`src/rtl/cmd_ctrl_if.sv`:
```
// Bus bundle between the command controller and its register file, ALU and transmit FIFO.
// The master modport is the controller; the slave modport is the peripheral side.
interface cmd_ctrl_if #(
    parameter int DATAWIDTH = 8,
    parameter int ADDRWIDTH = 4
);
    // Receive path
    logic [DATAWIDTH-1:0]   RX_P_DATA;
    logic                   RX_D_VLD;

    // Register file
    logic [ADDRWIDTH-1:0]   RF_ADDR;
    logic                   RF_WR_EN;
    logic                   RF_RD_EN;
    logic [DATAWIDTH-1:0]   RF_WR_DATA;
    logic [DATAWIDTH-1:0]   RF_RD_DATA;
    logic                   RF_RD_VLD;

    // ALU
    logic                   ALU_EN;
    logic [3:0]             ALU_FUN;
    logic [2*DATAWIDTH-1:0] ALU_OUT;
    logic                   ALU_OUT_VLD;
    logic                   CLK_GATE_EN;

    // Transmit FIFO
    logic [DATAWIDTH-1:0]   FIFO_WR_DATA;
    logic                   FIFO_WR_INC;
    logic                   FIFO_FULL;

    modport master (
        input  RX_P_DATA, RX_D_VLD,
        input  RF_RD_DATA, RF_RD_VLD,
        input  ALU_OUT, ALU_OUT_VLD,
        input  FIFO_FULL,
        output RF_ADDR, RF_WR_EN, RF_RD_EN, RF_WR_DATA,
        output ALU_EN, ALU_FUN, CLK_GATE_EN,
        output FIFO_WR_DATA, FIFO_WR_INC
    );

    modport slave (
        output RX_P_DATA, RX_D_VLD,
        output RF_RD_DATA, RF_RD_VLD,
        output ALU_OUT, ALU_OUT_VLD,
        output FIFO_FULL,
        input  RF_ADDR, RF_WR_EN, RF_RD_EN, RF_WR_DATA,
        input  ALU_EN, ALU_FUN, CLK_GATE_EN,
        input  FIFO_WR_DATA, FIFO_WR_INC
    );
endinterface

```
`src/rtl/cmd_ctrl.sv`:
```
// Command frame decoder: parses received bytes into register-file writes/reads and ALU
// operations, and returns read data / ALU results through the transmit FIFO.
module cmd_ctrl #(
    parameter int DATAWIDTH = 8,
    parameter int ADDRWIDTH = 4
) (
    input  logic         CLK,
    input  logic         RST,
    cmd_ctrl_if.master   bus
);

    localparam logic [DATAWIDTH-1:0] OP_RF_WR  = DATAWIDTH'(8'hAA);
    localparam logic [DATAWIDTH-1:0] OP_RF_RD  = DATAWIDTH'(8'hBB);
    localparam logic [DATAWIDTH-1:0] OP_ALU_OP = DATAWIDTH'(8'hCC);
    localparam logic [DATAWIDTH-1:0] OP_ALU_NO = DATAWIDTH'(8'hDD);

    localparam logic [ADDRWIDTH-1:0] OPA_ADDR = ADDRWIDTH'(0);
    localparam logic [ADDRWIDTH-1:0] OPB_ADDR = ADDRWIDTH'(1);

    typedef enum logic [3:0] {
        S_IDLE,
        S_WR_ADDR,
        S_WR_DATA,
        S_RD_ADDR,
        S_RD_WAIT,
        S_RD_SEND,
        S_OPA,
        S_OPB,
        S_FUN,
        S_ALU_WAIT,
        S_SEND_LO,
        S_SEND_HI
    } state_t;

    state_t                 state_q;
    logic [ADDRWIDTH-1:0]   rf_addr_q;
    logic                   rf_wr_en_q;
    logic                   rf_rd_en_q;
    logic [DATAWIDTH-1:0]   rf_wr_data_q;
    logic                   alu_en_q;
    logic [3:0]             alu_fun_q;
    logic                   clk_gate_en_q;
    logic [DATAWIDTH-1:0]   fifo_wr_data_q;
    logic                   fifo_wr_inc_q;
    logic [DATAWIDTH-1:0]   rd_data_q;
    logic [2*DATAWIDTH-1:0] alu_out_q;

    always_ff @(posedge CLK) begin
        if (!RST) begin
            state_q        <= S_IDLE;
            rf_addr_q      <= '0;
            rf_wr_en_q     <= 1'b0;
            rf_rd_en_q     <= 1'b0;
            rf_wr_data_q   <= '0;
            alu_en_q       <= 1'b0;
            alu_fun_q      <= '0;
            clk_gate_en_q  <= 1'b0;
            fifo_wr_data_q <= '0;
            fifo_wr_inc_q  <= 1'b0;
            rd_data_q      <= '0;
            alu_out_q      <= '0;
        end else begin
            // Strobes are single-cycle unless a state re-asserts them.
            rf_wr_en_q    <= 1'b0;
            rf_rd_en_q    <= 1'b0;
            fifo_wr_inc_q <= 1'b0;

            case (state_q)
                S_IDLE: begin
                    if (bus.RX_D_VLD) begin
                        case (bus.RX_P_DATA)
                            OP_RF_WR:  state_q <= S_WR_ADDR;
                            OP_RF_RD:  state_q <= S_RD_ADDR;
                            OP_ALU_OP: state_q <= S_OPA;
                            OP_ALU_NO: state_q <= S_FUN;
                            default:   state_q <= S_IDLE;
                        endcase
                    end
                end

                S_WR_ADDR: begin
                    if (bus.RX_D_VLD) begin
                        rf_addr_q <= bus.RX_P_DATA[ADDRWIDTH-1:0];
                        state_q   <= S_WR_DATA;
                    end
                end

                S_WR_DATA: begin
                    if (bus.RX_D_VLD) begin
                        rf_wr_en_q   <= 1'b1;
                        rf_wr_data_q <= bus.RX_P_DATA;
                        state_q      <= S_IDLE;
                    end
                end

                S_RD_ADDR: begin
                    if (bus.RX_D_VLD) begin
                        rf_addr_q  <= bus.RX_P_DATA[ADDRWIDTH-1:0];
                        rf_rd_en_q <= 1'b1;
                        state_q    <= S_RD_WAIT;
                    end
                end

                S_RD_WAIT: begin
                    if (bus.RF_RD_VLD) begin
                        rd_data_q <= bus.RF_RD_DATA;
                        state_q   <= S_RD_SEND;
                    end
                end

                S_RD_SEND: begin
                    if (!bus.FIFO_FULL) begin
                        fifo_wr_inc_q  <= 1'b1;
                        fifo_wr_data_q <= rd_data_q;
                        state_q        <= S_IDLE;
                    end
                end

                S_OPA: begin
                    if (bus.RX_D_VLD) begin
                        rf_addr_q    <= OPA_ADDR;
                        rf_wr_data_q <= bus.RX_P_DATA;
                        rf_wr_en_q   <= 1'b1;
                        state_q      <= S_OPB;
                    end
                end

                S_OPB: begin
                    if (bus.RX_D_VLD) begin
                        rf_addr_q    <= OPB_ADDR;
                        rf_wr_data_q <= bus.RX_P_DATA;
                        rf_wr_en_q   <= 1'b1;
                        state_q      <= S_FUN;
                    end
                end

                S_FUN: begin
                    if (bus.RX_D_VLD) begin
                        alu_fun_q     <= bus.RX_P_DATA[3:0];
                        alu_en_q      <= 1'b1;
                        clk_gate_en_q <= 1'b1;
                        state_q       <= S_ALU_WAIT;
                    end
                end

                S_ALU_WAIT: begin
                    if (bus.ALU_OUT_VLD) begin
                        alu_out_q     <= bus.ALU_OUT;
                        alu_en_q      <= 1'b0;
                        clk_gate_en_q <= 1'b0;
                        state_q       <= S_SEND_LO;
                    end
                end

                // FIFO_WR_DATA only changes together with a write, so it stays stable under backpressure.
                S_SEND_LO: begin
                    if (!bus.FIFO_FULL) begin
                        fifo_wr_inc_q  <= 1'b1;
                        fifo_wr_data_q <= alu_out_q[DATAWIDTH-1:0];
                        state_q        <= S_SEND_HI;
                    end
                end

                S_SEND_HI: begin
                    if (!bus.FIFO_FULL) begin
                        fifo_wr_inc_q  <= 1'b1;
                        fifo_wr_data_q <= alu_out_q[2*DATAWIDTH-1:DATAWIDTH];
                        state_q        <= S_IDLE;
                    end
                end

                default: state_q <= S_IDLE;
            endcase
        end
    end

    assign bus.RF_ADDR      = rf_addr_q;
    assign bus.RF_WR_EN     = rf_wr_en_q;
    assign bus.RF_RD_EN     = rf_rd_en_q;
    assign bus.RF_WR_DATA   = rf_wr_data_q;
    assign bus.ALU_EN       = alu_en_q;
    assign bus.ALU_FUN      = alu_fun_q;
    assign bus.CLK_GATE_EN  = clk_gate_en_q;
    assign bus.FIFO_WR_DATA = fifo_wr_data_q;
    assign bus.FIFO_WR_INC  = fifo_wr_inc_q;

endmodule
```
`src/flat_wrapper.sv`:
```
// flat-port wrapper written by rule: the top's interface ports become plain ports
module cmd_ctrl_flat 
#(
    parameter int DATAWIDTH = 8,
    parameter int ADDRWIDTH = 4
)
  (CLK, RST, bus_RX_P_DATA, bus_RX_D_VLD, bus_RF_RD_DATA, bus_RF_RD_VLD, bus_ALU_OUT, bus_ALU_OUT_VLD, bus_FIFO_FULL, bus_RF_ADDR, bus_RF_WR_EN, bus_RF_RD_EN, bus_RF_WR_DATA, bus_ALU_EN, bus_ALU_FUN, bus_CLK_GATE_EN, bus_FIFO_WR_DATA, bus_FIFO_WR_INC);
  cmd_ctrl_if #(.DATAWIDTH(DATAWIDTH), .ADDRWIDTH(ADDRWIDTH)) bus_i ();
  input  logic CLK;
  input  logic RST;
  input wire logic [$bits(bus_i.RX_P_DATA)-1:0] bus_RX_P_DATA;
  input wire logic [$bits(bus_i.RX_D_VLD)-1:0] bus_RX_D_VLD;
  input wire logic [$bits(bus_i.RF_RD_DATA)-1:0] bus_RF_RD_DATA;
  input wire logic [$bits(bus_i.RF_RD_VLD)-1:0] bus_RF_RD_VLD;
  input wire logic [$bits(bus_i.ALU_OUT)-1:0] bus_ALU_OUT;
  input wire logic [$bits(bus_i.ALU_OUT_VLD)-1:0] bus_ALU_OUT_VLD;
  input wire logic [$bits(bus_i.FIFO_FULL)-1:0] bus_FIFO_FULL;
  output wire logic [$bits(bus_i.RF_ADDR)-1:0] bus_RF_ADDR;
  output wire logic [$bits(bus_i.RF_WR_EN)-1:0] bus_RF_WR_EN;
  output wire logic [$bits(bus_i.RF_RD_EN)-1:0] bus_RF_RD_EN;
  output wire logic [$bits(bus_i.RF_WR_DATA)-1:0] bus_RF_WR_DATA;
  output wire logic [$bits(bus_i.ALU_EN)-1:0] bus_ALU_EN;
  output wire logic [$bits(bus_i.ALU_FUN)-1:0] bus_ALU_FUN;
  output wire logic [$bits(bus_i.CLK_GATE_EN)-1:0] bus_CLK_GATE_EN;
  output wire logic [$bits(bus_i.FIFO_WR_DATA)-1:0] bus_FIFO_WR_DATA;
  output wire logic [$bits(bus_i.FIFO_WR_INC)-1:0] bus_FIFO_WR_INC;
  assign bus_i.RX_P_DATA = bus_RX_P_DATA;
  assign bus_i.RX_D_VLD = bus_RX_D_VLD;
  assign bus_i.RF_RD_DATA = bus_RF_RD_DATA;
  assign bus_i.RF_RD_VLD = bus_RF_RD_VLD;
  assign bus_i.ALU_OUT = bus_ALU_OUT;
  assign bus_i.ALU_OUT_VLD = bus_ALU_OUT_VLD;
  assign bus_i.FIFO_FULL = bus_FIFO_FULL;
  assign bus_RF_ADDR = bus_i.RF_ADDR;
  assign bus_RF_WR_EN = bus_i.RF_WR_EN;
  assign bus_RF_RD_EN = bus_i.RF_RD_EN;
  assign bus_RF_WR_DATA = bus_i.RF_WR_DATA;
  assign bus_ALU_EN = bus_i.ALU_EN;
  assign bus_ALU_FUN = bus_i.ALU_FUN;
  assign bus_CLK_GATE_EN = bus_i.CLK_GATE_EN;
  assign bus_FIFO_WR_DATA = bus_i.FIFO_WR_DATA;
  assign bus_FIFO_WR_INC = bus_i.FIFO_WR_INC;
  cmd_ctrl #(.DATAWIDTH(DATAWIDTH), .ADDRWIDTH(ADDRWIDTH)) u_core (.CLK(CLK), .RST(RST), .bus(bus_i));
endmodule
```
`config.mk`:
```
export PLATFORM = sky130hd
export DESIGN_NAME = cmd_ctrl_flat
export DESIGN_NICKNAME = d
export VERILOG_FILES = /design/src/rtl/cmd_ctrl_if.sv /design/src/rtl/cmd_ctrl.sv /design/src/flat_wrapper.sv
export SDC_FILE = /design/constraint.sdc
export NUM_CORES = 1
export LEC_CHECK = 0
export ABC_CLOCK_PERIOD_IN_PS = 1600
export BUFFER_PORTS_ARGS = -buffer_cell sky130_fd_sc_hd__buf_2
export CORE_UTILIZATION = 45
export CTS_BUF_LIST = sky130_fd_sc_hd__clkbuf_2
export CTS_CLUSTER_DIAMETER = 100
export DETAILED_ROUTE_END_ITERATION = 8
export PLACE_DENSITY_LB_ADDON = 0.1
export SLEW_MARGIN = 20
export SYNTH_ARGS = -nofsm -noshare
export SYNTH_HDL_FRONTEND = slang
export SYNTH_SLANG_ARGS = --single-unit
```
`constraint.sdc`:
```
create_clock -name CLK -period 1.6 [get_ports CLK]
set_input_delay 0.08 -clock CLK [delete_from_list [all_inputs] [get_ports CLK]]
set_output_delay 0.08 -clock CLK [all_outputs]
set_load 0.02 [all_outputs]
```
# --- Word level (Yosys, flattened, before mapping) ---
# Index checks and enable logic that the tools add are counted.
word_totals:
  register_bits: 56
  input_bits: 38
  output_inout_bits: 29
  elab_cells: 84
classes:
  n_eq_ne: 29
  n_mux: 25
  reduce_logical: 19
op_table:
  columns: ["operator", "n"]
  rows:
  - ["$mux 4", 13]
  - ["$pmux 4 s11", 1]
  - ["$eq 8x8->1 const B", 4]
  - ["$ne 2x2->1 const B", 13]
  - ["$mux 8", 3]
  - ["$pmux 8 s3", 1]
  - ["$eq 4x3->1 const B", 4]
  - ["$eq 4x4->1 const B", 4]
  - ["$pmux 4 s4", 1]
  - ["$reduce_and 2->1", 7]
  - ["$pmux 4 s3", 1]
  - ["$reduce_and 11->1", 1]
  - ["$eq 4x2->1 const B", 2]
  - ["$reduce_and 4->1", 2]
  - ["$reduce_bool 3->1", 2]
  - ["$reduce_or 3->1", 2]
  - ["$eq 4x1->1 const B", 1]
  - ["$logic_not 4->1", 1]
  - ["$mux 1", 4]
  - ["$reduce_or 2->1", 2]
  - ["$reduce_and 3->1", 1]
  - ["$ne 2x1->1 const B", 1]
  - ["$pmux 1 s2", 1]
  - ["$reduce_bool 2->1", 1]

# --- Depth between registers and ports, before layout ---
# Gate-level depths: netlist (run 1).
logic_depth:
  ltp_word: 4
  depth_mapped: 7
  mapped_depth_nobuf: 5

# --- Least setup slack after synthesis (run 1) ---
# OpenSTA, ideal clock, no wires.
synth_path:
  path_type: "register -> register"
  from: "reg u_core.state_q[2]"
  to: "reg u_core.state_q[0]"
  setup_ns: 0.119
  arrival_time_ns: 1.257
  required_ns: 1.481
  setup_slack_ns: 0.224
  stages_incl_launch_ff: 7
  path_buffers: 1
  period_less_slack_ns: 1.376
  path_cell_list: "dfxtp_1 > buf_4 > o21a_1 > o221a_1 > a211o_1 > a21oi_1 > nor3_1"
synth_via:
  elab_chain_len: 4
  elab_cells_between_ends: 26
  cone_classes: "eq/ne (22); mux (1); reduce/logical (3)"
synth_lines:
  columns: ["item", "line", "source"]
  rows:
  - ["from (decl)", "cmd_ctrl.sv:35", "state_t state_q;"]
  - ["from (signal assigned)", "cmd_ctrl.sv:50", "state_q <= S_IDLE;"]
  - ["from (signal assigned)", "cmd_ctrl.sv:72", "OP_RF_WR: state_q <= S_WR_ADDR;"]
  - ["from (signal assigned)", "cmd_ctrl.sv:73", "OP_RF_RD: state_q <= S_RD_ADDR;"]
  - ["$eq 4x3->1 or $eq 4x4->1 (tied branches)", "cmd_ctrl.sv:68", "case (state_q)"]
  - ["$reduce_or 2->1 (no source line)", null, null]
  - ["$ne 2x2->1 (no source line)", null, null]
  - ["$reduce_and 11->1 (no source line)", null, null]
# Several ways; a longest one is shown, not always the timed one.
# A chain may end at the register's enable or synchronous reset.

# --- Final worst setup path (run 1) ---
layout_path:
  from: "reg u_core.state_q[3]"
  to: "reg u_core.state_q[0]"
# The elaborated chain is that of the path after synthesis.

==> flow_summary.ini, run 1 <==
[placed_design]
globalplace.congestion = 0.835
post-place-ws_ps = 31.6
dpl.hpwl_mm = 4.21
io_buffers = 66

[yosys]
synth_edf_count = 0
async_reset_ff_share_pct = 0
synth_cells = 273
yosysTopAreaCell = dfxtp_1
synth_area_um2 = 2560
yosys.cell_count.top_type = nor2_1
synth_area_leaders = dfxtp_1 (44%), mux2i_1 (17%), nor2_1 (8.6%)
seq_area_frac_synth_pct = 43.7
ys_types = 48
synth.top_cells.by_count = nor2_1 (59), dfxtp_1 (56), mux2i_1 (44), a21oi_1 (17), nand2_1 (11)
synthesis.nets = 311
postSynthAreaPerCell_um2 = 9.39
synthFlopType = dfxtp_1
ys_seq_elements = 56
netlist.area_leader.share_pct = 43.7
yosysWarnings = 0

[timing]
rsz0062_at_grt = no
timing.fmax_ghz = 0.666
finalCritPeriodShare_pct = 93.9
final_period_minus_worst_setup_slack_ps = 1500
setup_ws_ps = 97.8
skew_ps = 32.5
setup-tns-final_ps = 0
final-max-slew-violation-count = 0
maxSlewHeadroom_pct = 70.1
hold_viol_final = 0
setup_viol = 0
tightestPinTransition_ps = 448
hold_ws_ps = 46.5

[route]
wl_per_cell_um = 13.6
wl_mm = 6.18
via_per_inst = 5.02
ant_nets = 0
highest_layer = met4
drt_pass1_iterations = 4
wl_met3_um = 289
met2WireLength_mm = 2.60
drt-met1-wl_mm = 3.19
drt_iter0_markers = 117
drc = 0
via_count = 2290

[worst_setup_path]
worstSetupPathType = reg2reg
worst-path-stages = 6
worstPathArrival_ps = 1850
reg2reg_from = u_core.state_q[3]$_SDFFE_PN0P_
crit_path_start_kind = flip-flop
critPathLaunch = u_core.state_q[3]$_SDFFE_PN0P_
critPathRequiredTime_ps = 1950
path_buf_inv = 1
critical-path-top-delay-family = compound AO/OA/AOI/OAI gates
end_kind = flip-flop
critPathMaxStageDelay_ps = 420
r2r_end = u_core.state_q[0]$_SDFFE_PN0P_
cp_cell_sequence = buf_6, nand2b_1, o221a_1, a211o_1, a21oi_1, nor3_1
r2r_cells = 6
worstPathMaxFanout = 10
crit_path_top_delay_cell = dfxtp_4
r2r_setup_slack_ps = 100

[job]
maxCapViolCount = 0

[hold_path]
worstHoldStart = bus_FIFO_FULL
hold_class = in2reg
min_to = u_core.bus.FIFO_WR_INC$_SDFF_PN0_
min_path_cells = 4

[status]
status = finished clean

[layout]
n_antenna_cell = 0
layout-drive-gt1-share_pct = 28.4
nets = 421
final_util_pct = 62.6
syn_to_final_growth_pct = 34.5

[clocking]
cts_tree = yes
cts.clk_slew.worst_paths_ps = 300
cts_buffer_depth = 2
clock-sinks = 56
h-tree-depth = 2
cts_root_buffer = clkbuf_2
cts_buffers = 5
clk_latency_ps = 450

[grt]
grt_pass1_wl_mm = 10.1
grt_max_degree = 25
first_global_vias = 2101
grt_antenna_before_repair = 0
grt_use_total_pct = 21.4
grt-ovfl-total = 0

[floorplan]
ios = 67
rows = 27
die_y_um = 77.5
die_w_um = 77.5
coreArea_um2 = 5510
start_util_pct = 46.5
dieArea_um2 = 6000

[pwr]
vdd_drop_max_mv = 0.506
p_per_area_nw_per_um2 = 881
leakagePower_nw = 1.61
[tightest hold or removal path, cell delays in order]
cell      delay [ps]
buf_2            120
o21bai_4         130
buf_12           140
nor2_1            40
[routing by layer]
metal	GRT usage, %	vias up
li1	-	1188
met1	31.2	1029
met2	31.6	65
met3	3.88	8
met4	7.36	0
met5	0	-
[final cells by class]
class | count | area, um^2
Timing Repair Buffer | 121 | 873
Inverter | 3 | 11.3
Sequential cell | 56 | 1130
Multi-Input combinational cell | 196 | 1300
Fill cell | 505 | 2060
Clock buffer | 6 | 30.0
Clock inverter | 2 | 13.8
Tap cell | 72 | 90.1
[what timing repair did]
action                                  in CTS  in global routing
setup buffers                                0                  0
hold endpoints to repair                    42                  0
endpoints found under the setup margin       4                 12
gates resized for setup                      1                  6
cloned                                       0                  0
hold buffers                                34                  0
[stage by stage]
step	power, W	instance area (um^2)	cells
after CTS	0.00305	3430	456
after global routing	0.00321	3450	456
after floorplan	0.00213	2560	273
after global placement	0.00241	3040	414
final	0.00304	3450	456
after detailed placement	0.00241	3040	414
[cells in the final DEF, fill, tap and decap left out, types with 6 or more instances in the layout]
cell type / n
a211oi_1: 8
a21oi_1: 17
buf_2: 66
buf_4: 16
clkbuf_2: 6
dfxtp_1: 53
dlygate4sd3_1: 34
mux2i_1: 44
nand2_1: 11
nor2_1: 59
nor3_1: 6
[logic make-up (layout without fill, tap and decap cells)]
logic type,after synthesis,in the layout,share of synthesized area [%]
AOI/OAI and AO/OA,46,46,13.0
xor gates and xnor gates,1,1,0.342
buffers and inverters,21,132,5.71
DFF,56,56,43.8
muxes,45,45,17.6
and+or+nand+nor,104,104,19.6
[report_power, final]
group	total, W	internal (W)	leakage, nW	switching (W)
logic	0.000904	0.000453	1.12	0.000451
clock network	0.000571	0.000119	0.0334	0.000452
registers	0.00156	0.00148	0.453	0.0000785
total	0.00304	0.00205	1.61	0.000982
[how the worst max path moves through the flow]
stage and to:
6_report u_core.state_q[0]$_SDFFE_PN0P_, 5_1_grt u_core.state_q[2]$_SDFFE_PN0P_, 3_3_place_gp u_core.state_q[2]$_SDFFE_PN0P_, 4_1_cts u_core.state_q[0]$_SDFFE_PN0P_, 3_5_place_dp u_core.state_q[0]$_SDFFE_PN0P_, 2_1_floorplan u_core.state_q[0]$_SDFFE_PN0P_
[sequential cells by signal (all words and copies together), names as in the netlist]
register,flops
u_core.bus.FIFO_WR_INC,1
u_core.bus.RF_WR_EN,1
u_core.bus.ALU_EN,1
u_core.alu_out_q,16
u_core.bus.ALU_FUN,4
u_core.rd_data_q,8
u_core.bus.RF_WR_DATA,8
u_core.bus.RF_RD_EN,1
u_core.state_q,4
u_core.bus.RF_ADDR,4
u_core.bus.FIFO_WR_DATA,8
Power figures use the tool's default switching activity.
==> run 2: changes to the inputs <==
- BUFFER_PORTS_ARGS: -buffer_cell sky130_fd_sc_hd__buf_2 -> -buffer_cell sky130_fd_sc_hd__buf_4
==> run 2 against run 1 <==
Via count rose by 3.0%. Clock-buffer cell count is 1 lower. First-iteration DRC count grew 5.1%. Global-route usage decreased by 0.081 points. Non-clock buffer count is 2 lower. Highest routed layer unchanged. Sequential cell count is the same. Clock skew is 17 ps lower. Maximum frequency about the same. Sequential power about the same. Clock power down 9.1%.
==> flow_summary.ini, run 2 (same netlist as run 1, synthesis figures left out) <==
[timing]
tightestPinTransition_ps = 411
maxSlewHeadroom_pct = 72.2
rsz0062_at_grt = yes
hold_ws_ps = 67.0
timing.fmax_ghz = 0.666
final-max-slew-violation-count = 0
final_period_minus_worst_setup_slack_ps = 1500
hold_viol_final = 0
finalCritPeriodShare_pct = 93.8
skew_ps = 15.8
setup_viol = 0
setup-tns-final_ps = 0

[status]
status = finished clean

[route]
drt_pass1_iterations = 4
via_count = 2358
wl_per_cell_um = 13.6
wl_mm = 6.17
via_per_inst = 5.21
drt_iter0_markers = 123
ant_nets = 0
drc = 0

[worst_setup_path]
crit_path_top_delay_cell = dfxtp_2
worstPathMaxFanout = 11
crit_path_start_kind = flip-flop
critPathRequiredTime_ps = 1950
worstPathArrival_ps = 1850
worstSetupPathType = reg2reg
critPathMaxStageDelay_ps = 460
cp_cell_sequence = buf_4, and2b_1, nand3_2, mux2i_1, nor2_1
end_kind = flip-flop
r2r_setup_slack_ps = 100

[clocking]
cts_root_buffer = clkbuf_2
clk_latency_ps = 420
cts_buffer_depth = 2
cts_buffers = 5
h-tree-depth = 2
cts.clk_slew.worst_paths_ps = 260
cts_tree = yes
clock-sinks = 56

[hold_path]
hold_class = in2reg

[grt]
grt_use_total_pct = 21.4
grt_max_degree = 29
grt-ovfl-total = 0
grt_pass1_wl_mm = 10.2
first_global_vias = 2183
grt_antenna_before_repair = 0

[floorplan]
die_y_um = 77.5
start_util_pct = 46.5
ios = 67
coreArea_um2 = 5510
rows = 27
dieArea_um2 = 6000
die_w_um = 77.5

[placed_design]
dpl.hpwl_mm = 4.21
globalplace.congestion = 0.928
placed_area_um2 = 3160
io_buffers = 66

[layout]
regMostFlops = u_core.alu_out_q
n_antenna_cell = 0
stdcell_area_um2 = 3580
largest_reg_flops = 16
final_util_pct = 65.0
mostFrequentLayoutCell = buf_4
multiInputGateArea_um2 = 1310
layout_common_cells = buf_4 (82), nor2_1 (59), dfxtp_1 (54)
nFillCells = 471
nets = 419
regArea_um2 = 1120
syn_to_final_growth_pct = 39.7
layout-drive-gt1-share_pct = 27.8

[pwr]
post-layout-total-power_w = 0.00302
vdd_drop_max_mv = 0.472
leakagePower_nw = 1.61
p_per_area_nw_per_um2 = 844

[job]
maxCapViolCount = 0
[run 2: stage by stage]
stage | setup slack [ps] | instances
final | 98.8 | 453
after floorplan | 224 | 273
after CTS | 24.8 | 452
after global placement | 48.0 | 411
after detailed placement | 21.0 | 411
after global routing | -3.32 | 453
[run 2: timing repair]
item / 4_1_cts / 5_1_grt
hold buffers: 34 / 0
buffers inserted: 0 / 1
gates resized for setup: 2 / 4
endpoints found under the hold margin: 43 / 0
pin swaps: 0 / 3
setup endpoints to repair: 7 / 15
[run 2: critical path, delay by kind of cell (launching register included)]
kind | cells | cell delay, ps
simple gates | 3 | 530
mux | 1 | 240
buf+inv | 1 | 200
flops | 1 | 460
[run 2: where the power goes]
part           internal [W]  total [W]  switching, W
combinational      0.000475   0.000951      0.000475
sequential          0.00148    0.00155     0.0000712
clock             0.0000986   0.000519      0.000420
total               0.00205    0.00302      0.000967
[run 2: worst paths after layout]
| check | startpoint | end | cells past startpoint |
|---|---|---|---|
| max | u_core.state_q[2]$_SDFFE_PN0P_ | u_core.rd_data_q[1]$_SDFFE_PN0P_ | 5 |
| min | bus_FIFO_FULL | u_core.bus.FIFO_WR_INC$_SDFF_PN0_ | 4 |
| max reg2reg | u_core.state_q[2]$_SDFFE_PN0P_ | u_core.rd_data_q[1]$_SDFFE_PN0P_ | 5 |
| min reg2reg | u_core.bus.RF_ADDR[1]$_SDFFE_PN0P_ | u_core.bus.RF_ADDR[1]$_SDFFE_PN0P_ | 2 |
[run 2: final cells by class]
type | count | area share [%]
clock inverters | 2 | 0.349
flip-flops and latches | 56 | 31.4
well taps | 72 | 2.52
inverters | 3 | 0.314
clock buffers | 5 | 0.699
repair buffers | 119 | 28.1
multi-input cells | 196 | 36.6
[run 2: metal layers]
| metal | vias to the layer above | wire (um) | GRT usage, % |
|---|---|---|---|
| li1 | 1178 | - | - |
| met1 | 1106 | 2960 | 30.1 |
| met2 | 68 | 2760 | 32.4 |
| met3 | 6 | 396 | 4.59 |
| met4 | 0 | 57 | 6.60 |
| met5 | - | 0 | 0 |
==> run 3: changes to the inputs <==
- CAP_MARGIN: unset -> 20
- CORE_MARGIN: unset -> 2
- PLACE_DENSITY: unset -> 0.76
- PLACE_DENSITY_LB_ADDON: 0.1 -> unset
==> run 3 against run 2 <==
Sequential cell count unchanged. Via count increased by 1.6%. Combinational power increased by 9%. Clock power increased by 42%. Sequential share of layout area decreased by 0.90 points. First-iteration DRC count decreased by 5.7%. Largest power group unchanged.
==> flow_summary.ini, run 3 (same netlist as run 1, synthesis figures left out) <==
[clocking]
h-tree-depth = 2
cts_buffer_depth = 2
cts_root_buffer = clkbuf_2
clock-sinks = 56
cts.clk_slew.worst_paths_ps = 290
cts_tree = yes
clk_latency_ps = 440
cts_buffers = 5

[floorplan]
dieArea_um2 = 6310
ios = 67
start_util_pct = 46.5
die_w_um = 79.5
rows = 27
die_y_um = 79.5
coreArea_um2 = 5510

[grt]
first_global_vias = 2245
grt_most_used_layer = met2
use_met3_pct = 3.17
grt_pass1_wl_mm = 10.6
grt_use_total_pct = 21.3
grt_antenna_before_repair = 0
use_met2_pct = 36.2
grt-ovfl-total = 0
grt.met1_usage_pct = 28.1
grt_max_degree = 36

[timing]
setup-tns-final_ps = 0
finalCritPeriodShare_pct = 96.0
maxSlewHeadroom_pct = 75.2
rsz0062_at_grt = yes
skew_ps = 11.7
final_period_minus_worst_setup_slack_ps = 1540
final-max-slew-violation-count = 0
setup_viol = 0
timing.fmax_ghz = 0.651
hold_viol_final = 0
tightestPinTransition_ps = 371
hold_ws_ps = 175

[worst_setup_path]
reg2reg_from = u_core.state_q[3]$_SDFFE_PN0P_
end_kind = flip-flop
worstSetupPathType = reg2reg
r2r_cells = 7
crit_path_start_kind = flip-flop
critPathRequiredTime_ps = 2010
worstPathArrival_ps = 1950
r2r_setup_slack_ps = 60
crit_end = u_core.bus.FIFO_WR_DATA[7]$_SDFFE_PN0P_
r2r_end = u_core.bus.FIFO_WR_DATA[7]$_SDFFE_PN0P_
critPathLaunch = u_core.state_q[3]$_SDFFE_PN0P_
worstPathMaxFanout = 7

[layout]
syn_to_final_growth_pct = 44.5
nFillCells = 435
layout_common_cells = buf_4 (83), nor2_1 (59), dfxtp_1 (52)
largest_reg_flops = 16
mostFrequentLayoutCell = buf_4
nets = 424
layout-drive-gt1-share_pct = 29.7
regMostFlops = u_core.alu_out_q
n_antenna_cell = 0

[pwr]
p_per_area_nw_per_um2 = 901
vdd_drop_max_mv = 0.517
leakagePower_nw = 1.67
post-layout-total-power_w = 0.00334

[route]
via_count = 2396
drt_pass1_iterations = 4
ant_nets = 0
wl_mm = 6.65
drt_iter0_markers = 116
via_per_inst = 5.22
wl_per_cell_um = 14.5
drc = 0

[placed_design]
io_buffers = 66
globalplace.congestion = 0.877
dpl.hpwl_mm = 4.59

[hold_path]
hold_class = in2reg

[status]
status = finished clean

[job]
maxCapViolCount = 0
-- run 3: final cells by class --
type	count	area [um^2]	area share [%]
Timing Repair Buffer	124	1080	29.3
Tap cell	72	90.1	2.43
Multi-Input combinational cell	196	1320	35.6
Clock buffer	5	25.0	0.676
Inverter	3	11.3	0.304
Clock inverter	3	46.3	1.25
Sequential cell	56	1130	30.5
-- run 3: critical path, stage by stage, from the launching register on --
cell and delay, ps:
dfxtp_2 400, buf_4 160, and4bb_2 330, o21bai_4 90, buf_4 160, a211oi_1 220
a21oi_1 70, nor2_1 80
-- run 3: worst min-delay path by stage --
stage,startpoint,end,slack [ps],depth (start not counted)
finish,bus_RF_RD_VLD,u_core.rd_data_q[4]$_SDFFE_PN0P_,170,4
global placement,bus_ALU_OUT[12],u_core.alu_out_q[12]$_SDFFE_PN0P_,310,3
global route,bus_RF_RD_VLD,u_core.rd_data_q[4]$_SDFFE_PN0P_,140,4
floorplan,RST,u_core.bus.RF_WR_EN$_SDFF_PN0_,200,1
detailed placement,bus_RF_RD_DATA[4],u_core.rd_data_q[4]$_SDFFE_PN0P_,320,3
CTS,bus_FIFO_FULL,u_core.bus.FIFO_WR_INC$_SDFF_PN0_,2,3
-- run 3: layer usage --
metal / share of wire, % / up-vias
li1: - / 1191
met1: 45 / 1144
met2: 50 / 54
met3: 3.8 / 7
met4: 1.2 / 0
met5: 0 / -
-- run 3: through the flow --
stage	utilization (%)	instances	setup slack, ps	instance area [um^2]
after floorplan	-	273	224	2560
after CTS	66.0	456	49.1	3630
after detailed placement	58.5	414	35.6	3220
final	67.3	459	64.5	3700
after global routing	67.3	459	-50.8	3700
after global placement	58.5	414	80.1	3220
-- run 3: timing repair --
action | in CTS | in global routing
hold buffers | 34 | 1
buffers inserted | 0 | 2
setup endpoints to repair | 1 | 22
resized for setup | 1 | 9
pin swaps | 0 | 2
endpoints found under the hold margin | 43 | 1
gates cloned | 0 | 0
-- run 3: power breakdown --
group          switching, W  total (W)  leakage (nW)  internal, W
sequential        0.0000761    0.00156         0.454      0.00149
combinational      0.000497    0.00104          1.17     0.000539
clock              0.000464   0.000738        0.0449     0.000274
